## src/rtl/uart_alu_packet_parser.sv

```systemverilog
// UART ALU byte-stream packet parser: decodes the 4-byte header, forwards
// echo payloads and assembles little-endian 32-bit operands for the ALU.
module uart_alu_packet_parser #(
  parameter logic [7:0] OpEcho = 8'hEC,
  parameter logic [7:0] OpAdd  = 8'hAD,
  parameter logic [7:0] OpMul  = 8'h88,
  parameter logic [7:0] OpDiv  = 8'h99
) (
  input  logic        clk_i,
  input  logic        rst_ni,
  input  logic [7:0]  byte_i,
  input  logic        byte_valid_i,
  output logic        byte_ready_o,
  output logic [7:0]  echo_data_o,
  output logic        echo_valid_o,
  input  logic        echo_ready_i,
  output logic [31:0] operand_o,
  output logic [7:0]  operand_op_o,
  output logic        operand_first_o,
  output logic        operand_last_o,
  output logic        operand_valid_o,
  input  logic        operand_ready_i,
  output logic        error_o,
  output logic        busy_o
);

  typedef enum logic [2:0] {
    S_OPCODE,
    S_RSVD,
    S_LEN_LO,
    S_LEN_HI,
    S_ECHO,
    S_OPERAND,
    S_DROP
  } state_t;

  state_t      state_q, state_d;
  logic [7:0]  op_q;
  logic [7:0]  len_lo_q;
  logic [15:0] rem_q;
  logic [23:0] sh_q;
  logic [1:0]  cnt_q;
  logic        first_q;

  logic        byte_fire;
  logic        hdr_err;
  logic [15:0] len;
  logic [15:0] rem_hdr;
  logic        short_len;
  logic        is_arith;
  logic        arith_ok;
  logic        echo_load;
  logic        op_load;

  assign byte_fire = byte_valid_i && byte_ready_o;
  assign len       = {byte_i, len_lo_q};
  assign rem_hdr   = len - 16'd4;
  assign short_len = len < 16'd4;
  assign is_arith  = (op_q == OpAdd) || (op_q == OpMul) || (op_q == OpDiv);
  assign arith_ok  = is_arith && (rem_hdr != 16'd0) && (rem_hdr[1:0] == 2'd0);
  assign echo_load = (state_q == S_ECHO) && byte_fire;
  assign op_load   = (state_q == S_OPERAND) && byte_fire && (cnt_q == 2'd3);
  assign busy_o    = state_q != S_OPCODE;

  always_ff @(posedge clk_i or negedge rst_ni) begin
    if (!rst_ni) state_q <= S_OPCODE;
    else         state_q <= state_d;
  end

  always_comb begin
    state_d      = state_q;
    byte_ready_o = 1'b1;
    hdr_err      = 1'b0;
    unique case (state_q)
      S_OPCODE: if (byte_fire) state_d = S_RSVD;
      S_RSVD:   if (byte_fire) state_d = S_LEN_LO;
      S_LEN_LO: if (byte_fire) state_d = S_LEN_HI;
      S_LEN_HI: begin
        if (byte_fire) begin
          if (short_len) begin
            hdr_err = 1'b1;
            state_d = S_OPCODE;
          end else if (op_q == OpEcho) begin
            state_d = (rem_hdr == 16'd0) ? S_OPCODE : S_ECHO;
          end else if (arith_ok) begin
            state_d = S_OPERAND;
          end else begin
            hdr_err = 1'b1;
            state_d = (rem_hdr == 16'd0) ? S_OPCODE : S_DROP;
          end
        end
      end
      S_ECHO: begin
        byte_ready_o = !echo_valid_o || echo_ready_i;
        if (byte_fire && rem_q == 16'd1) state_d = S_OPCODE;
      end
      S_OPERAND: begin
        byte_ready_o = !operand_valid_o || operand_ready_i;
        if (byte_fire && rem_q == 16'd1) state_d = S_OPCODE;
      end
      S_DROP: if (byte_fire && rem_q == 16'd1) state_d = S_OPCODE;
      default: state_d = S_OPCODE;
    endcase
  end

  always_ff @(posedge clk_i or negedge rst_ni) begin
    if (!rst_ni) begin
      op_q     <= '0;
      len_lo_q <= '0;
      rem_q    <= '0;
      sh_q     <= '0;
      cnt_q    <= '0;
      first_q  <= 1'b0;
      error_o  <= 1'b0;
    end else begin
      error_o <= hdr_err;
      if (state_q == S_OPCODE && byte_fire) op_q <= byte_i;
      if (state_q == S_LEN_LO && byte_fire) len_lo_q <= byte_i;
      if (state_q == S_LEN_HI && byte_fire) begin
        rem_q   <= short_len ? 16'd0 : rem_hdr;
        cnt_q   <= 2'd0;
        first_q <= 1'b1;
      end
      if (byte_fire && (state_q == S_ECHO || state_q == S_OPERAND ||
                        state_q == S_DROP))
        rem_q <= rem_q - 16'd1;
      if (state_q == S_OPERAND && byte_fire) begin
        sh_q  <= {byte_i, sh_q[23:8]};
        cnt_q <= cnt_q + 2'd1;
      end
      if (op_load) first_q <= 1'b0;
    end
  end

  // Output registers: a load in the same cycle as a drain passes through
  always_ff @(posedge clk_i or negedge rst_ni) begin
    if (!rst_ni) begin
      echo_data_o  <= '0;
      echo_valid_o <= 1'b0;
    end else if (echo_load) begin
      echo_data_o  <= byte_i;
      echo_valid_o <= 1'b1;
    end else if (echo_valid_o && echo_ready_i) begin
      echo_valid_o <= 1'b0;
    end
  end

  always_ff @(posedge clk_i or negedge rst_ni) begin
    if (!rst_ni) begin
      operand_o       <= '0;
      operand_op_o    <= '0;
      operand_first_o <= 1'b0;
      operand_last_o  <= 1'b0;
      operand_valid_o <= 1'b0;
    end else if (op_load) begin
      operand_o       <= {byte_i, sh_q};
      operand_op_o    <= op_q;
      operand_first_o <= first_q;
      operand_last_o  <= rem_q == 16'd1;
      operand_valid_o <= 1'b1;
    end else if (operand_valid_o && operand_ready_i) begin
      operand_valid_o <= 1'b0;
    end
  end

endmodule

```

## config.mk

```make
export PLATFORM = sky130hd
export DESIGN_NAME = uart_alu_packet_parser
export DESIGN_NICKNAME = d
export VERILOG_FILES = /design/src/rtl/uart_alu_packet_parser.sv
export SDC_FILE = /design/constraint.sdc
export NUM_CORES = 1
export LEC_CHECK = 0
export BUFFER_PORTS_ARGS = -buffer_cell sky130_fd_sc_hd__buf_2
export CORE_MARGIN = 3
export CORE_UTILIZATION = 58
export CTS_CLUSTER_SIZE = 20
export DETAILED_ROUTE_END_ITERATION = 8
export HOLD_SLACK_MARGIN = 0.15
export PLACE_DENSITY = 0.85
export REMOVE_ABC_BUFFERS = 1
export SETUP_SLACK_MARGIN = 0.1
export SLEW_MARGIN = 40
export SYNTH_ARGS = -nofsm -noshare
export SYNTH_HDL_FRONTEND = slang
export SYNTH_SLANG_ARGS = --single-unit
```

## constraint.sdc

```tcl
create_clock -name clk_i -period 2.6 [get_ports clk_i]
set_input_delay 0.13 -clock clk_i [delete_from_list [all_inputs] [get_ports clk_i]]
set_output_delay 0.13 -clock clk_i [all_outputs]
set_load 0.02 [all_outputs]
```

# ---- Yosys cells after proc, flatten, opt, wreduce, memory -nomap -nowiden
# Index checks and enable logic that the tools add are counted.
dict set report op_classes {
  n_reduce_logical 33
  n_eq_ne 17
  n_lt_le_gt_ge 1
  n_addsub 3
  muxes 28
}
# op n
set ops {}
lappend ops {{2-to-1 mux 16 bit} 3}
lappend ops {{== test 8 bit, second input constant} 4}
lappend ops {{2-to-1 mux 3 bit} 10}
lappend ops {{== test 16 x 1 -> 1 bit, second input constant} 1}
lappend ops {{zero test 16 bit} 1}
lappend ops {{< comparator 16 x 3 -> 1 bit, second input constant} 1}
lappend ops {{nonzero test 16 bit} 1}
lappend ops {{subtractor 16 x 1 -> 16 bit, second input constant} 1}
lappend ops {{subtractor 16 x 3 -> 16 bit, second input constant} 1}
lappend ops {{one-hot mux 3 bit (5 select lines)} 1}
lappend ops {{logical AND 1 bit} 13}
lappend ops {{2-to-1 mux 1 bit} 11}
lappend ops {{nonzero test 2 bit} 5}
lappend ops {{== test 3 bit, second input constant} 3}
lappend ops {{inequality test 2 bit, second input constant} 4}
lappend ops {{== test 3 x 2 -> 1 bit, second input constant} 2}
lappend ops {{logical OR 1 bit} 6}
lappend ops {{AND reduction 5 bit} 1}
lappend ops {{2-to-1 mux 2 bit} 2}
lappend ops {{== test 3 x 1 -> 1 bit, second input constant} 1}
lappend ops {{zero test 3 bit} 1}
lappend ops {{nonzero test 3 bit} 1}
lappend ops {{OR reduction 3 bit} 1}
lappend ops {{adder 2 x 1 -> 2 bit, second input constant} 1}
lappend ops {{5 further kinds} 6}
dict set report totals {
  inputBits 13
  register_bits 115
  elab_cells 97
}

# ---- Longest topological paths before layout
# Gate-level depths: netlist (run 1).
dict set report logic_depth {
  ltp_word 10
  mapped_depth 8
  mapped_depth_nobuf 7
}

# ---- Least setup slack after synthesis (run 1)
# OpenSTA, ideal clock, no wires.
dict set report synth_timing {
  kind {flip-flop to flip-flop}
  startpoint {register len_lo_q[6]}
  endpoint {register state_q[2]}
  path_stages_with_launch 8
  arrival_time_ns 2.069
  setup_slack_ns 0.399
  path_cell_list {dfrtp_1 -> buf_6 -> or4_4 -> buf_6 -> or4_4 -> a211oi_2 -> and4_4 -> o22ai_1}
}
dict set report synth_between {
  elab_chain_cells 9
}
# item line_no
set synth_lines {}
lappend synth_lines {{from (decl)} 39} ;# logic [7:0] len_lo_q;
lappend synth_lines {{from (signal assigned)} 118} ;# if (state_q == S_LEN_LO && byte_fire) len_lo_q <= byte_i;
lappend synth_lines {{subtractor 16 x 3 -> 16 bit} 57} ;# assign rem_hdr = len - 16'd4;
lappend synth_lines {{nonzero test 16 bit} 60} ;# assign arith_ok = is_arith && (rem_hdr != 16'd0) && (rem_hdr[1:0] == 2'd0);
lappend synth_lines {{logical AND 1 bit (2 in series)} 60}
lappend synth_lines {{2-to-1 mux 3 bit} 85} ;# end else if (arith_ok) begin
lappend synth_lines {{2-to-1 mux 3 bit} 83} ;# end else if (op_q == OpEcho) begin
lappend synth_lines {{2-to-1 mux 3 bit (*)} 80} ;# if (short_len) begin
lappend synth_lines {{2-to-1 mux 3 bit (*)} 79} ;# if (byte_fire) begin
lappend synth_lines {{one-hot mux 3 bit (5 select lines) (*)} 74} ;# unique case (state_q)
lappend synth_lines {{to (signal assigned)} 67} ;# else state_q <= state_d;
lappend synth_lines {{to (decl)} 37} ;# state_t state_q, state_d;
# Every way passes the cells marked *; elsewhere a longest branch is shown, timed or not. The select of a mux whose other input is x is not followed.
# A chain may end at the register's enable or synchronous reset.

# ---- Worst setup path after layout (run 1)
dict set report layout_timing {
  startpoint {register state_q[0]}
  endpoint {register echo_data_o[1]}
}
dict set report layout_between {
  elab_chain_cells 4
}
# item line_no
set layout_lines {}
lappend layout_lines {{== test 3 bit (on tied branches)} {74, 61}}
lappend layout_lines {{one-hot mux 1 bit (2 select lines)} 74}
lappend layout_lines {{logical AND 1 bit} 55} ;# assign byte_fire = byte_valid_i && byte_ready_o;
lappend layout_lines {{logical AND 1 bit (*)} 61} ;# assign echo_load = (state_q == S_ECHO) && byte_fire;
lappend layout_lines {{to (signal assigned)} 141} ;# echo_data_o <= byte_i;
lappend layout_lines {{to (decl)} 14} ;# output logic [7:0] echo_data_o,
# Every way passes the cells marked *; elsewhere a longest branch is shown, timed or not.

==> results of run 1 <==
[cells by family after synthesis]
family	Yosys count	share of synthesized area, %
simple gates	121	12.6
fa+ha+maj	5	1.18
compound gates	60	7.86
xor+xnor	12	1.98
mux	91	19.2
buf+inv	37	3.04
flops	115	54.1
[what timing repair did]
action | CTS | global route
hold buffers | 12 | 0
endpoints found under the setup margin | 0 | 0
hold endpoints to repair | 102 | 0
[Yosys cell counts (all sizes together), types with 2 or more instances]
cell | number | share of area, %
o221ai | 5 | 0.82
xnor2 | 9 | 1.5
or3 | 8 | 0.94
ha | 5 | 1.2
buf | 8 | 0.99
nor2 | 16 | 1.1
nor3b | 4 | 0.56
nand3 | 20 | 1.9
or4 | 6 | 0.99
o22ai | 2 | 0.24
dfrtp | 115 | 54
xor2 | 3 | 0.49
a31oi | 2 | 0.24
clkbuf | 22 | 1.6
inv | 7 | 0.49
o2bb2ai | 4 | 0.66
nor3 | 7 | 0.66
nand2 | 23 | 1.6
nor4 | 11 | 1.3
nand2b | 3 | 0.35
mux2i | 2 | 0.38
o211ai | 3 | 0.42
mux2 | 89 | 19
a21oi | 7 | 0.66
or2 | 4 | 0.47
nand3b | 2 | 0.28
a21o | 2 | 0.28
o21ai | 18 | 1.7
o21a | 2 | 0.28
o31ai | 3 | 0.42
and3 | 2 | 0.24
nand4 | 5 | 0.59
nor2b | 4 | 0.47
[worst paths after layout]
check | endpoint | slack [ns] | cells past startpoint
max in group asynchronous | operand_op_o[6] | 1.63 | 3
hold / removal | rem_q[11] | 0.22 | 2
min in group clk_i | rem_q[11] | 0.48 | 1
setup reg to reg | echo_data_o[1] | 0.25 | 4
hold reg to reg | rem_q[11] | 0.48 | 1
setup / recovery | echo_data_o[1] | 0.25 | 4
[area by class of cell]
| type | count | area share [%] |
|---|---|---|
| Sequential cell | 115 | 44.6 |
| Tap cell | 108 | 2.09 |
| Clock inverter | 15 | 2.60 |
| Clock buffer | 17 | 6.42 |
| Timing Repair Buffer | 90 | 8.57 |
| Multi-Input combinational cell | 289 | 35.3 |
| Inverter | 7 | 0.407 |
[layer usage]
layer  vias to the layer above  routed length [µm]  part of all wire [%]  global-route usage, %
met5                         -                   0                     0                      0
li1                       1780                   -                     -                      -
met2                       148                6250                    50                   44.0
met1                      1935                5020                    41                   32.0
met3                        20                 875                   7.1                   8.33
met4                         0                 242                   2.0                   9.51
[power by group through the flow]
stage / sequential [mW] / combinational, mW / clock (mW)
floorplan: 2.66 / 1.00 / 0
global placement: 2.66 / 1.46 / 0
detailed placement: 2.71 / 1.54 / 0
CTS: 2.69 / 1.58 / 2.30
global route: 2.77 / 1.75 / 2.41
finish: 2.71 / 1.58 / 2.29
[worst reg2reg max path, cell delays in order (launching register included)]
cell and delay [ns]:
dfrtp_1 0.54, or3b_1 0.45, o221ai_1 0.39, or2_1 0.46, mux2_1 0.39
[registers in the layout (all words and copies together) (netlist names), 2 cells and up]
signal / cells
rem_q: 16
cnt_q: 2
operand_o: 32
op_q: 8
sh_q: 24
state_q: 3
len_lo_q: 8
echo_data_o: 8
operand_op_o: 8
[layout by cell type, fill, tap and decap left out, types with 8 or more instances in the layout]
| master | count |
|---|---|
| xnor2_1 | 9 |
| buf_4 | 11 |
| buf_2 | 66 |
| or3_1 | 8 |
| nor4_1 | 11 |
| mux2_2 | 30 |
| nand3_1 | 20 |
| nor2_1 | 16 |
| dfrtp_1 | 115 |
| nand2_1 | 23 |
| mux2_1 | 59 |
| dlygate4sd3_1 | 12 |
| o21ai_0 | 11 |
| clkbuf_16 | 16 |
==> flow_summary.toml, run 1 <==
[outcome]
outcome = "complete, no violations"

[setup_path]
critical_path_buf_inv_count = 0
critPathLaunchType = "register"
crit_path_start = "state_q[0]"
cp-end-kind = "register"
worst_ep_arrival_time_ns = 2.73
cp_slowest_cell = "dfrtp_1"
path_class = "reg -> reg"
timing.rr.start = "state_q[0]"
path_max_fanout = 14
slowest_delay_ns = 0.54
required_ns = 2.98
crit_chain = "or3b_1 > o221ai_1 > or2_1 > mux2_1"
cp_top_family = "simple AND/OR/NAND/NOR gates"

[detailed_routing]
drt-pass1-iter-count = 5
drt_iter0_drc = 276
drcViolationCount = 0
vias_per_cell = 6.06
ant_nets = 0
via_count = 3883
wl_per_cell_um = 19.3
drt-total-wl_um = 12400

[cts]
cts_resized = 0
h-tree-depth = 4
cts_tree = "yes"
cts_root_buf = "clkbuf_8"
cts.clk_slew.worst_paths_ns = 0.06
postCtsSetupRepairBufs = 0
cts_buffers = 17
clk_path_buf_depth = 2
clock_sinks = 115
clock_latency_ns = 0.51

[power_and_ir_drop]
power_density_nw_per_um2 = 1020
power.share.clock_pct = 34.7
p_leak_nw = 3.17
power_frac_comb_pct = 24.1
ir_worst_vdd_uv = 631
intPower_mw = 4.35
seqPwrFrac_pct = 41.2
p_switching_mw = 2.23
fin_total_pwr_mw = 6.58
switching_share_pct = 33.9

[floorplanning]
core_area_um2 = 8810
io_pins = 68
dieWidth_um = 102
start_util_pct = 60.4
dieArea_um2 = 10300
die_y_um = 102
row_count = 34

[final_layout]
drive_above_1_share_pct = 27.4
final_cell_area_um2 = 6450
fillers = 572
final_nets = 538
multi_input_area_um2 = 2280
area_delta_synth_final_pct = 21.4
final-instance-count-excl-fill = 641
final_core_util_pct = 73.3
insertedDiodeCount = 0
ff_latch_area_um2 = 2880

[logic_synthesis]
syn_inst = 441
ys.flop_type = "dfrtp_1"
synth_area_per_cell_um2 = 12.1
ys_seq_area_share_pct = 54.1
synthArstFlopShare_pct = 100
synth_edf_count = 0
synth.ff_latch_count = 115
yosysWarnings = 0
syn_area_um2 = 5320
synth_cell_type_count = 56

[timing]
rsz0062_at_grt = "no"
clock.fmax_ghz = 0.425
tns_ns = 0
min_period_ns = 2.35
hold_slack_ns = 0.222
skew_ns = 0.00590
finalWorstSetupSlack_ns = 0.249
final-max-slew-violation-count = 0
finalHoldViolCount = 0
tightest_slew_ns = 0.738
relSlewSlack_pct = 50.8
period_share_pct = 90.4
finalSetupViolCount = 0

[global_route]
grt_max_degree = 61
grt_pass1_wl_um = 20600
gr-usage-all-layers_pct = 26.3
grt_overflow_total = 0
grt_pass1_vias = 4112
antenna_found_initial = 0

[run]
drv_cap = 0

[placement]
dpl_worst_slack_ns = 0.308
post-dp-hpwl_um = 8080
gp_congestion = 0.933
post_dp_cell_area_um2 = 5750
port_buffers = 67
dp_cells = 597

[worst_hold_path]
hold_class = "in -> async"
(Power assumes the default switching activity.)
==> run 2, diff against run 1 <==
- BUFFER_PORTS_ARGS: -buffer_cell sky130_fd_sc_hd__buf_2 -> default
- CORE_UTILIZATION: 58 -> 63
- DONT_BUFFER_PORTS: default -> 1
- PLACE_DENSITY: 0.85 -> 0.84
==> flow_summary.toml, run 2 (same netlist as run 1, synthesis figures left out) <==
[cts]
cts_buffers = 17
clock_latency_ns = 0.52
clock_sinks = 115
h-tree-depth = 4
clk_path_buf_depth = 2
cts_resized = 0
cts_hold_buf = 14
cts_root_buf = "clkbuf_8"
cts.clk_slew.worst_paths_ns = 0.06
postCtsSetupRepairBufs = 0
cts_tree = "yes"

[final_layout]
insertedDiodeCount = 0
layout_common_cells = "dfrtp_1, mux2_1, mux2_2"
final_nets = 472
largest_registers = "operand_o (32), sh_q (24), rem_q (16)"
largest_reg_flops = 32
regMostFlops = "operand_o"
final-instance-count-excl-fill = 569
drive_above_1_share_pct = 16.7
layout_commonest_cell = "dfrtp_1"
area_delta_synth_final_pct = 14.9
fillers = 453

[placement]
dp_cells = 523
post-dp-hpwl_um = 7620
port_buffers = 0
gp_congestion = 0.937

[detailed_routing]
drt-pass1-iter-count = 5
vias_per_cell = 6.52
wl_per_cell_um = 21.3
ant_nets = 0
drt_iter0_drc = 241
via_count = 3709
drt-total-wl_um = 12100
drcViolationCount = 0

[floorplanning]
die_y_um = 97.9
io_pins = 68
row_count = 32
start_util_pct = 66.7
dieWidth_um = 97.9
core_area_um2 = 7970
dieArea_um2 = 9570

[setup_path]
cp-end-kind = "register"
cp_slowest_cell = "dfrtp_1"
path_class = "reg -> reg"
critPathLaunchType = "register"
worst_ep_arrival_time_ns = 2.74
required_ns = 3.00
path_max_fanout = 12
slowest_delay_ns = 0.51
crit_chain = "or3b_1 > o221ai_1 > or2_1 > mux2_1"

[timing]
rsz0062_at_grt = "no"
period_share_pct = 89.9
skew_ns = 0.00649
tightest_slew_ns = 0.621
finalSetupViolCount = 0
relSlewSlack_pct = 58.6
tns_ns = 0
clock.fmax_ghz = 0.428
min_period_ns = 2.34
final-max-slew-violation-count = 0
finalHoldViolCount = 115
hold_slack_ns = -0.698

[global_route]
antenna_found_initial = 0
grt_pass1_wl_um = 20200
grt_max_degree = 116
gr-usage-all-layers_pct = 26.8
grt_overflow_total = 0
grt_pass1_vias = 3884

[power_and_ir_drop]
power_density_nw_per_um2 = 1060
p_leak_nw = 2.81
ir_worst_vdd_uv = 603

[worst_hold_path]
hold_class = "in -> async"

[run]
drv_cap = 0

[outcome]
violations = "hold timing"
outcome = "complete, but fails checks"
[run 2: changes by cell type in the layout (fill, tap and decap cells not counted)]
cell,delta
buf_12,-1
buf_2,-66
buf_4,-1
clkbuf_1,+1
clkbuf_8,+2
clkinv_2,+1
clkinvlp_4,+3
dlygate4sd3_1,+2
inv_6,-6
inv_8,-1
nor2_1,-1
nor2_2,+1
[run 2: per-layer routing]
| metal | routed length (µm) | part of all wire [%] | up-vias | global-route usage [%] |
|---|---|---|---|---|
| met4 | 288 | 2.4 | 0 | 12.4 |
| met5 | 0 | 0 | - | 0 |
| li1 | - | - | 1645 | - |
| met2 | 5960 | 49 | 177 | 43.2 |
| met3 | 1050 | 8.7 | 31 | 8.57 |
| met1 | 4820 | 40 | 1856 | 33.1 |
[run 2: final timing paths]
| check | end | from | cells after the start | slack, ns |
|---|---|---|---|---|
| max in group asynchronous | rem_q[12] | rst_ni | 0 | 3.10 |
| min in group clk_i | rem_q[15] | byte_i[1] | 5 | 0.19 |
| min reg2reg | rem_q[11] | rem_q[11] | 1 | 0.49 |
| max | echo_data_o[4] | state_q[0] | 4 | 0.26 |
| max reg2reg | echo_data_o[4] | state_q[0] | 4 | 0.26 |
| min | operand_o[7] | rst_ni | 0 | -0.70 |
[run 2: area by class of cell]
type                            instances  area [µm²]  area share (%)
Clock inverter                         12         131            2.15
Inverter                                7        26.3           0.430
Tap cell                              102         128            2.09
Multi-Input combinational cell        289        2280            37.4
Sequential cell                       115        2880            47.1
Timing Repair Buffer                   24         215            3.53
Clock buffer                           20         445            7.30
[run 2: through the flow]
step / utilization [%] / power, mW / worst slack, ns / instance area (µm²)
after floorplan: - / 3.66 / -0.539 / 5180
after global placement: 67.6 / 4.01 / 0.391 / 5380
after detailed placement: 67.6 / 4.11 / 0.365 / 5390
after CTS: 76.6 / 6.44 / 0.325 / 6100
after global routing: 76.6 / 6.76 / 0.126 / 6100
final: 76.6 / 6.45 / 0.262 / 6100
[run 2: critical path, delay by kind of cell (launching register included)]
kind / cells / cell delay, ns
flops: 1 / 0.51
simple gates: 2 / 0.92
mux: 1 / 0.39
compound gates: 1 / 0.39
[run 2: where the power goes]
| part | internal, mW | leakage (nW) | switching [mW] |
|---|---|---|---|
| Sequential | 2.23 | 1.52 | 0.572 |
| Clock | 1.41 | 0.273 | 0.821 |
| Combinational | 0.691 | 1.02 | 0.717 |
| Total | 4.34 | 2.81 | 2.11 |
==> run 3, diff against run 2 <==
- ABC_AREA: default -> 1
- SETUP_SLACK_MARGIN: 0.1 -> 0.3
- clock period: 2.6 -> 2.23 ns (I/O delays scaled with it)
==> flow_summary.toml, run 3 <==
[outcome]
outcome = "complete, but fails checks"
violations = "hold timing"

[timing]
tightest_slew_ns = 0.570
final-max-slew-violation-count = 0
finalWorstSetupSlack_ns = 0.265
skew_ns = 0.00848
tns_ns = 0
hold_slack_ns = -0.714
finalHoldViolCount = 115
relSlewSlack_pct = 61.9
finalSetupViolCount = 0
min_period_ns = 1.96
rsz0062_at_grt = "yes"
clock.fmax_ghz = 0.509
period_share_pct = 88.1

[placement]
dpl_worst_slack_ns = 0.0998
post-dp-hpwl_um = 8440
port_buffers = 0
gp_congestion = 0.908

[floorplanning]
dieWidth_um = 98.8
start_util_pct = 65.4
core_area_um2 = 8300
die_y_um = 98.8
dieArea_um2 = 9770
row_count = 33
io_pins = 68

[setup_path]
cp_common_cell = "nand2_1"
cp_slowest_cell = "dfrtp_1"
crit_chain = "inv_2 > ha_4 > nand2_2 > nor2_2 > buf_6 > nand2_1 > a21oi_1 > nand2_1 > nor2_1 > nand2_1 > nand2_1 > nand2_1 > nand2_1 > nand2_1"
reg2reg_slack_ns = 0.27
slowest_delay_ns = 0.43
path_class = "reg -> reg"
path_max_fanout = 7
timing.rr.start = "len_lo_q[3]"
cp_top_family = "simple AND/OR/NAND/NOR gates"
reg2reg_depth = 14
required_ns = 2.63
crit_cells = 14
critical_path_buf_inv_count = 2
critPathLaunchType = "register"
r2r_end = "state_q[1]"
worst_ep_arrival_time_ns = 2.37
cp-end-kind = "register"

[final_layout]
insertedDiodeCount = 0
final_nets = 713
multi_input_area_um2 = 2250
largest_reg_flops = 32
drive_above_1_share_pct = 16.7
fillers = 543
ff_latch_area_um2 = 2880
regMostFlops = "operand_o"
area_delta_synth_final_pct = 19.0
layout_commonest_cell = "nand2_1"
layout_common_cells = "nand2_1, dfrtp_1, inv_1, o21ai_0, nor2_1"
final_core_util_pct = 77.9
largest_registers = "operand_o (32), sh_q (24), rem_q (16)"

[detailed_routing]
drcViolationCount = 0
drt-total-wl_um = 13200
drt-pass1-iter-count = 5
ant_nets = 0
wl_per_cell_um = 16.3
drt_iter0_drc = 304
vias_per_cell = 5.63
via_count = 4580

[cts]
cts.clk_slew.worst_paths_ns = 0.06
clock_latency_ns = 0.52
cts_tree = "yes"
cts_root_buf = "clkbuf_8"
cts_buffers = 17
clk_path_buf_depth = 2
clock_sinks = 115
cts_hold_buf = 11
h-tree-depth = 4

[power_and_ir_drop]
ir_worst_vdd_uv = 863
switching_share_pct = 37.4
power.share.clock_pct = 31.6
power_frac_comb_pct = 27.9
p_leak_nw = 3.20
intPower_mw = 5.19
seqPwrFrac_pct = 40.5
power_density_nw_per_um2 = 1280
p_switching_mw = 3.10
fin_total_pwr_mw = 8.29

[logic_synthesis]
syn_area_um2 = 5430
yosysWarnings = 0
synth.ff_latch_count = 115
synthTopCellsByArea = "dfrtp_1, nand2_1, o21ai_0"
synth_top_area_cell = "dfrtp_1"
synthArstFlopShare_pct = 100
syn_inst = 658
synth_cell_type_count = 36
synth_area_per_cell_um2 = 8.25
ys.flop_type = "dfrtp_1"
synth_edf_count = 0
synth_top_area_share_pct = 53.0
synth.top_cells.by_count = "nand2_1, dfrtp_1, inv_1"
synth_most_common_cell = "nand2_1"
ys_seq_area_share_pct = 53.0

[global_route]
met2_usage_pct = 44.8
grt_pass1_vias = 4389
antenna_found_initial = 0
met1_usage_pct = 35.6
grt_max_degree = 116
grt_util_met3_pct = 6.09
gr-usage-all-layers_pct = 27.1
busiest_layer = "met2"
grt_overflow_total = 0
grt_pass1_wl_um = 21000

[run]
drv_cap = 0

[worst_hold_path]
hold_class = "in -> async"
-- run 3: cell count changes after synthesis, moves of 30 or more --
cell	change
o21ai_0	+47
nor2_1	+42
mux2_2	-30
inv_1	+55
mux2_1	-59
nand2_1	+195
-- run 3: worst max path at each step --
stage                start        endpoint
6_report       len_lo_q[3]      state_q[1]
5_1_grt        len_lo_q[4]      state_q[1]
4_1_cts        len_lo_q[2]        rem_q[6]
3_5_place_dp   len_lo_q[2]        rem_q[6]
3_3_place_gp   len_lo_q[2]        rem_q[6]
2_1_floorplan   state_q[0]  operand_last_o
-- run 3: stage by stage --
stage / cell area (µm²) / instances
detailed placement: 5520 / 754
global placement: 5520 / 754
global route: 6460 / 813
CTS: 6280 / 799
finish: 6460 / 813
floorplan: 5290 / 638
-- run 3: area by class of cell --
class	count	area share [%]
tap	105	2.03
clock inverter	14	2.36
clock buffer	18	6.62
timing repair buffer	38	5.52
multi-input combinational	454	34.8
sequential	115	44.5
inverter	69	4.10
-- run 3: layer usage --
layer,share of wire [%],vias up
li1,-,2176
met1,42,2213
met2,50,169
met3,6.6,22
met4,1.5,0
met5,0,-
-- run 3: cells by family after synthesis --
logic type | Yosys count | share of synthesized area (%)
xor+xnor | 5 | 0.807
buf+inv | 89 | 7.37
compound gates | 114 | 12.8
simple gates | 330 | 24.9
fa+ha+maj | 5 | 1.15
flops | 115 | 53.0
-- run 3: repair_timing --
action                                  in CTS  in global routing
resized for setup                           11                 25
gates cloned                                 1                  0
endpoints found under the setup margin      70                 73
hold endpoints to repair                   178                115
buffers inserted                             1                 14
pin swaps                                    0                  4
-- run 3: power by group through the flow --
stage / logic, mW / registers (mW) / clock network, mW
3_5_place_dp: 1.96 / 3.34 / 0
2_1_floorplan: 1.51 / 3.22 / 0
3_3_place_gp: 1.88 / 3.30 / 0
4_1_cts: 2.04 / 3.33 / 2.65
6_report: 2.31 / 3.35 / 2.62
5_1_grt: 2.62 / 3.42 / 2.74
